`src/rtl/nor_chain_scheduler.sv`:
```
// Round-robin scheduler that shares one 2-input NOR stage between two requesters,
// evaluating the cascaded chain s0 = ~(x0|x1), sk = ~(s(k-1)|x(k+1)) one step per clock.
module nor_chain_scheduler #(
    parameter int N_IN = 3
) (
    input  logic            clk,
    input  logic            rst,
    input  logic            req0,
    input  logic [N_IN-1:0] opnd0,
    input  logic            req1,
    input  logic [N_IN-1:0] opnd1,
    output logic            gnt0,
    output logic            gnt1,
    output logic            busy,
    output logic            done,
    output logic            owner,
    output logic [N_IN-2:0] stage_out,
    output logic            result
);

    localparam int STEP_W = $clog2(N_IN);

    typedef enum logic {IDLE, EVAL} state_t;

    state_t            r_state;
    state_t            w_next_state;
    logic              r_last;
    logic [N_IN-1:0]   r_opnd;
    logic [STEP_W-1:0] r_step;
    logic              r_acc;

    logic w_grant;
    logic w_pick1;
    logic w_last_step;
    logic w_in;
    logic w_x_next;
    logic w_acc;

    always_ff @(posedge clk) begin
        if (rst) r_state <= IDLE;
        else     r_state <= w_next_state;
    end

    always_comb begin
        w_next_state = r_state;
        case (r_state)
            IDLE:    if (req0 || req1) w_next_state = EVAL;
            EVAL:    if (w_last_step)  w_next_state = IDLE;
            default: w_next_state = IDLE;
        endcase
    end

    // NOTE: every signal gets a default before any conditional so no latch is inferred.
    always_comb begin
        w_grant     = (r_state == IDLE) && (req0 || req1);
        // On a tie the requester that was not served last wins.
        w_pick1     = req1 && (!req0 || !r_last);
        w_last_step = (r_state == EVAL) && (r_step == STEP_W'(N_IN - 2));
        w_in        = (r_step == '0) ? r_opnd[0] : r_acc;
        w_x_next    = 1'b0;
        for (int k = 1; k < N_IN; k++) begin
            if (r_step == STEP_W'(k - 1)) w_x_next = r_opnd[k];
        end
        w_acc = ~(w_in | w_x_next);
    end

    always_ff @(posedge clk) begin
        if (rst) begin
            gnt0      <= 1'b0;
            gnt1      <= 1'b0;
            busy      <= 1'b0;
            done      <= 1'b0;
            owner     <= 1'b0;
            stage_out <= '0;
            result    <= 1'b0;
            r_last    <= 1'b1;
            r_opnd    <= '0;
            r_step    <= '0;
            r_acc     <= 1'b0;
        end else begin
            gnt0 <= 1'b0;
            gnt1 <= 1'b0;
            done <= 1'b0;
            if (w_grant) begin
                gnt0   <= !w_pick1;
                gnt1   <= w_pick1;
                r_opnd <= w_pick1 ? opnd1 : opnd0;
                owner  <= w_pick1;
                r_last <= w_pick1;
                r_step <= '0;
                busy   <= 1'b1;
            end else if (r_state == EVAL) begin
                r_acc  <= w_acc;
                r_step <= r_step + STEP_W'(1);
                for (int k = 0; k < N_IN - 1; k++) begin
                    if (r_step == STEP_W'(k)) stage_out[k] <= w_acc;
                end
                if (w_last_step) begin
                    result <= w_acc;
                    done   <= 1'b1;
                    busy   <= 1'b0;
                end
            end
        end
    end

endmodule
```
`config.mk`:
```
export PLATFORM = sky130hd
export DESIGN_NAME = nor_chain_scheduler
export DESIGN_NICKNAME = d
export VERILOG_FILES = /design/src/rtl/nor_chain_scheduler.sv
export SDC_FILE = /design/constraint.sdc
export NUM_CORES = 1
export LEC_CHECK = 0
export ABC_AREA = 1
export ABC_CLOCK_PERIOD_IN_PS = 1000
export BUFFER_PORTS_ARGS = -buffer_cell sky130_fd_sc_hd__buf_2
export CORE_UTILIZATION = 47
export CTS_BUF_LIST = sky130_fd_sc_hd__clkbuf_8
export DETAILED_ROUTE_END_ITERATION = 7
export GPL_TIMING_DRIVEN = 0
export PLACE_DENSITY = 0.72
export SLEW_MARGIN = 40
export SYNTH_ARGS = -nofsm -noshare
export SYNTH_HDL_FRONTEND = slang
export SYNTH_SLANG_ARGS = --single-unit
```
`constraint.sdc`:
```
create_clock -name clk -period 1 [get_ports clk]
set_input_delay 0.05 -clock clk [delete_from_list [all_inputs] [get_ports clk]]
set_output_delay 0.05 -clock clk [all_outputs]
set_load 0.03 [all_outputs]
```
-- Word-level counts from Yosys, hierarchy flattened
Cells that the tools add are included.
- register bits: 16
- word-level logic and storage cells: 49
- input port bits: 10
- output and inout port bits: 8
- equal/unequal tests: 1
- reductions and logical operators: 19
- bitwise logic cells: 4
- $add $sub $neg: 1
- mux-type cells: 11
- operators by type and width (operator ; count):
    1-bit two-way mux ; 9
    3-bit AND reduction ; 3
    2-bit AND reduction ; 2
    2-bit nonzero test ; 2
    2-bit OR reduction ; 2
    1-bit logical AND ; 3
    1-bit zero test ; 3
    3-bit two-way mux ; 1
    1-bit NOT ; 3
    3-bit OR reduction ; 1
    2-bit by 1-bit adder with 2-bit output, second input constant ; 1
    2-bit by 1-bit == test with 1-bit output, second input constant ; 1
    2-bit zero test ; 1
    1-bit logical OR ; 2
    1-bit one-hot mux with 2 select lines ; 1
    1-bit bitwise OR ; 1

-- Logic depth before layout (Yosys ltp)
- depth after elaboration: 5
- mapped depth: 8
- mapped depth without buffers: 8

-- Least setup slack after synthesis
No wires, ideal clock.
- path kind: register -> register
- start point: register r_step[0]
- end point: register stage_out[1]
- required time: 0.878 ns
- stages on the path, launching flop included: 6
- slack: -0.030 ns
- clock period less this slack: 1.030 ns
- setup time: 0.122 ns
- arrival time: 0.908 ns
- buffers on the path: 0
- cells stage by stage: dfxtp_1 inv_1 ha_1 o21a_1 nand2_1 o21ai_0
- word-level cells in the longest chain between the ends: 5
- elaborated cells between the ends (all ways): 8
- those cells by class: eq/ne: 1; mux: 3; bitwise: 2; reduce/logical: 2
- RTL lines (what ; line ; text):
    start: declaration ; 29 ; logic [STEP_W-1:0] r_step;
    start signal: assignment ; 94 ; r_step <= r_step + STEP_W'(1);
    2-bit zero test ; 59, 62 ;
    1-bit two-way mux (2 in a row) ; 62 ; if (r_step == STEP_W'(k - 1)) w_x_next = r_opnd[k];
    1-bit bitwise OR ; 64 ; w_acc = ~(w_in | w_x_next);
    1-bit NOT ; 64 ;
    end signal: indexed assignment ; 96 ; if (r_step == STEP_W'(k)) stage_out[k] <= w_acc;
    end: declaration ; 17 ; output logic [N_IN-2:0] stage_out,
Several ways; a longest one is shown, not always the timed one.
A chain may end at the register's enable or synchronous reset.

-- Final worst setup path
- start point: register r_step[0]
- end point: register r_acc
- word-level cells in the longest chain between the ends: 5
- elaborated cells between the ends (all ways): 7
- those cells by class: eq/ne: 1; mux: 3; bitwise: 2; reduce/logical: 1
- RTL lines (what ; line ; text):
    2-bit zero test ; 59, 62 ;
    1-bit two-way mux (2 in a row) ; 62 ;
    1-bit bitwise OR (*) ; 64 ;
    1-bit NOT (*) ; 64 ;
    end signal: assignment ; 93 ; r_acc <= w_acc;
    end: declaration ; 30 ; logic r_acc;
Mark *: on every way between the ends. The rest lies on a longest branch, timed or not.

==> run summary <==
The via count of the first global-routing pass came out at 486. The pin count of the biggest net entering global routing came out at 11. The total clock buffers created by CTS came out at 3. Buffers inserted to repair hold after CTS numbered 0. The first-pass GRT wire length is 2049 um.

The root buffer cell chosen for the clock tree is sky130_fd_sc_hd__clkbuf_8. The detailed-placement wirelength estimate is 941.5 um. The average cell area after synthesis is 8.218 sq um. The average via count per standard cell came out at 4.926. The share of the Yosys chip area taken by registers is 45.11%. The transition time of the tightest slew-check pin came out at 0.2540 ns. The post-route clock period utilization is 106.0%. The remaining global-route overflow came out at 0.

The max-capacitance violation count came out at 0. Across all setup checks in the final design, the least slack found is -0.05966 ns. The DRC marker count from the first detailed-route iteration is 6.

The final worst clock skew came out at 0.002073 ns. The final hold violation count was 0. The count of nets left with antenna violations once routing finished came out at 0. The critical path arrival is 1.19 ns.

Adding up every negative setup slack in the final design gives -0.1695 ns. In this run the most critical hold path is launched from opnd1[1]. The number of inserted filler cells in the final layout came out at 108.

The library cell with the largest summed area after synthesis is sky130_fd_sc_hd__dfxtp_1. The design draws 1.443 mW. From synthesis to final layout, the design area changed by 32.89%. The area of the core region came out at 0.001301 sq mm. The post-synthesis instance total came out at 81.

The layout cell share with drive strength beyond 1 came out at 47.17%. The average wire per standard cell came out at 11.17 um. The count of warnings emitted by yosys is 0.

The die covers 0.001571 sq mm. The number of inserted diodes is 0. The path class of the tightest hold or removal check is in -> reg. The flow ran to the end, but the final reports show violations. TritonCTS built the clock tree. The number of nets in the synthesized netlist came out at 93. The number of buffers added on ports is 17. The site row count is 13.

The total number of vias came out at 596. The depth of the CTS H-tree is 1. The library cells used most frequently in the layout, excluding fill and tap cells, are sky130_fd_sc_hd__buf_2 (17), sky130_fd_sc_hd__nand2_1 (14), sky130_fd_sc_hd__dfxtp_1 (14). For this design the ratio of total power to cell area is 1631 mW/mm^2. The number of remaining DRC errors is 0. The starting density of the core is 51.15%. The final worst hold slack came out at 0.03083 ns.

The total routed wirelength is 1352 um. From left edge to right edge, the die measures 39.64 um. The final reports fail on negative setup slack. The clock latency reported for the late side of the worst-skew pair is 0.24 ns. The number of setup violations in the final report came out at 3.

The worst reg2reg path startpoint is r_step[0]. The number of nets at the end of the flow came out at 119. The number of antenna violations at the first check in global routing came out at 0. The count of TritonRoute iterations in the first routing pass came out at 4. The top achievable clock speed came out at 943.7 MHz. The clock slew at the register clock pins of the worst setup and hold paths is 0.06 ns. The number of max-slew violations in the final report came out at 0. The worst setup path is launched from a register. The minimum setup slack after placement came out at -0.07098 ns. Yosys attributes the largest share of cell area to sky130_fd_sc_hd__dfxtp_1 (45%), sky130_fd_sc_hd__nand2_1 (9.6%), sky130_fd_sc_hd__nand3_1 (6.0%), sky130_fd_sc_hd__inv_1 (5.6%), sky130_fd_sc_hd__nor3_4 (4.9%). Setup repair after global routing could not meet its margin everywhere.

The maximum ir drop on the vdd rail came out at 1.197 mV. In this run the worst path has a maximum fanout of 4. Data on the critical path is required at its endpoint by 1.13 ns. The synthesized flop and latch total is 15. Counting I/O delays and the setup requirement, the final critical path takes 1.060 ns. The remaining max-slew budget at the tightest pin is 82.89%. Measured along the y axis, the die boundary spans 39.64 um. The overall fraction of global-route tracks in use is 20.43%.

The library cell used most frequently in the layout, excluding fill and tap cells, is sky130_fd_sc_hd__buf_2. The mapped netlist covers 665.6 sq um. The count of pins on the block boundary is 18. The setup path with the least slack is of type reg -> reg. In this run the worst setup path begins at r_step[0]. Summed over its instances, the top area cell type makes up 45.11% of the synthesized netlist area. The worst setup path is captured at a register. The congestion estimate from routability-driven global placement came to 0.7092. The total clock sinks is 15.

The number of different library cells in the post-synthesis netlist came out at 18. The leakage power of the design came out at 0.4360 nW. The maximum buffer depth of the clock tree is 2.
## path summary, 6_finish.rpt
path	slack [ns]	cells after the start	to
setup / recovery	-0.06	8	r_acc
hold / removal	0.03	3	r_opnd[1]
setup reg to reg	-0.06	8	r_acc
hold reg to reg	0.44	2	owner
## cells by family (layout without fill, tap and decap cells)
kind of cell    after synthesis  after routing  synth area share (%)
fa+ha+maj                     2              2                 3.759
compound gates                9              9                 7.142
simple gates                 41             41                 34.40
buf+inv                      14             39                 9.588
flops                        15             15                 45.11
## per-stage QoR
stage / utilization (%) / instance area [sq um] / std cells
2_1_floorplan: - / 668.1 / 81
5_1_grt: 67.98 / 884.6 / 121
6_report: 67.98 / 884.6 / 121
3_5_place_dp: 59.33 / 772.0 / 113
3_3_place_gp: 59.33 / 772.0 / 113
4_1_cts: 65.29 / 849.6 / 118
## area by class of cell
cell class                      instances  area (sq um)  share of cell area, %
Timing Repair Buffer                   21         118.9                  13.44
Clock inverter                          1         5.005                 0.5658
Clock buffer                            3         41.29                  4.668
Tap cell                               15         18.77                  2.122
Sequential cell                        15         301.5                  34.09
Buffer                                  2         18.77                  2.122
Inverter                               12         45.04                  5.092
Multi-Input combinational cell         52         335.3                  37.91
## registers in the layout (all words and copies together), names as in the netlist
| signal | count |
|---|---|
| r_acc | 1 |
| r_opnd | 3 |
| r_state | 1 |
| r_step | 2 |
| gnt0 | 1 |
| owner | 1 |
| stage_out | 2 |
| r_last | 1 |
| busy | 1 |
| done | 1 |
| gnt1 | 1 |
## what timing repair did
action / 4_1_cts / 5_1_grt
buffers inserted: 1 / 3
pin swaps: 4 / 6
gates cloned: 0 / 0
hold endpoints to repair: 0 / 0
endpoints found under the setup margin: 4 / 12
resized for setup: 9 / 6
## metal layers
layer	routed length, um	track usage [%]
met2	720	32.79
met3	30	5.114
met1	590	23.78
met5	0	0
met4	10	12.93
## critical path: stages (launching register included)
cell and delay, ns:
sky130_fd_sc_hd__dfxtp_2 0.33, sky130_fd_sc_hd__buf_6 0.11, sky130_fd_sc_hd__ha_4 0.16, sky130_fd_sc_hd__inv_2 0.04, sky130_fd_sc_hd__nand2_1 0.04, sky130_fd_sc_hd__nand2_1 0.05
sky130_fd_sc_hd__nand2_1 0.06, sky130_fd_sc_hd__nand2_2 0.09, sky130_fd_sc_hd__a21oi_2 0.05
## where the power goes
| part | leakage (nW) | switching [mW] | internal, mW | total (mW) |
|---|---|---|---|---|
| clock | 0.0255 | 0.210 | 0.275 | 0.486 |
| combinational | 0.287 | 0.178 | 0.111 | 0.289 |
| sequential | 0.124 | 0.0250 | 0.643 | 0.668 |
## cell usage after synthesis, drive strengths merged
library cell  count
a21oi             5
ha                2
buf               2
nor3              2
nor2              9
nand3             8
nand2            19
o21ai             3
dfxtp            15
inv              12
nand4             3
o21a              1
Note: power is estimated with default switching activity, not from simulation.
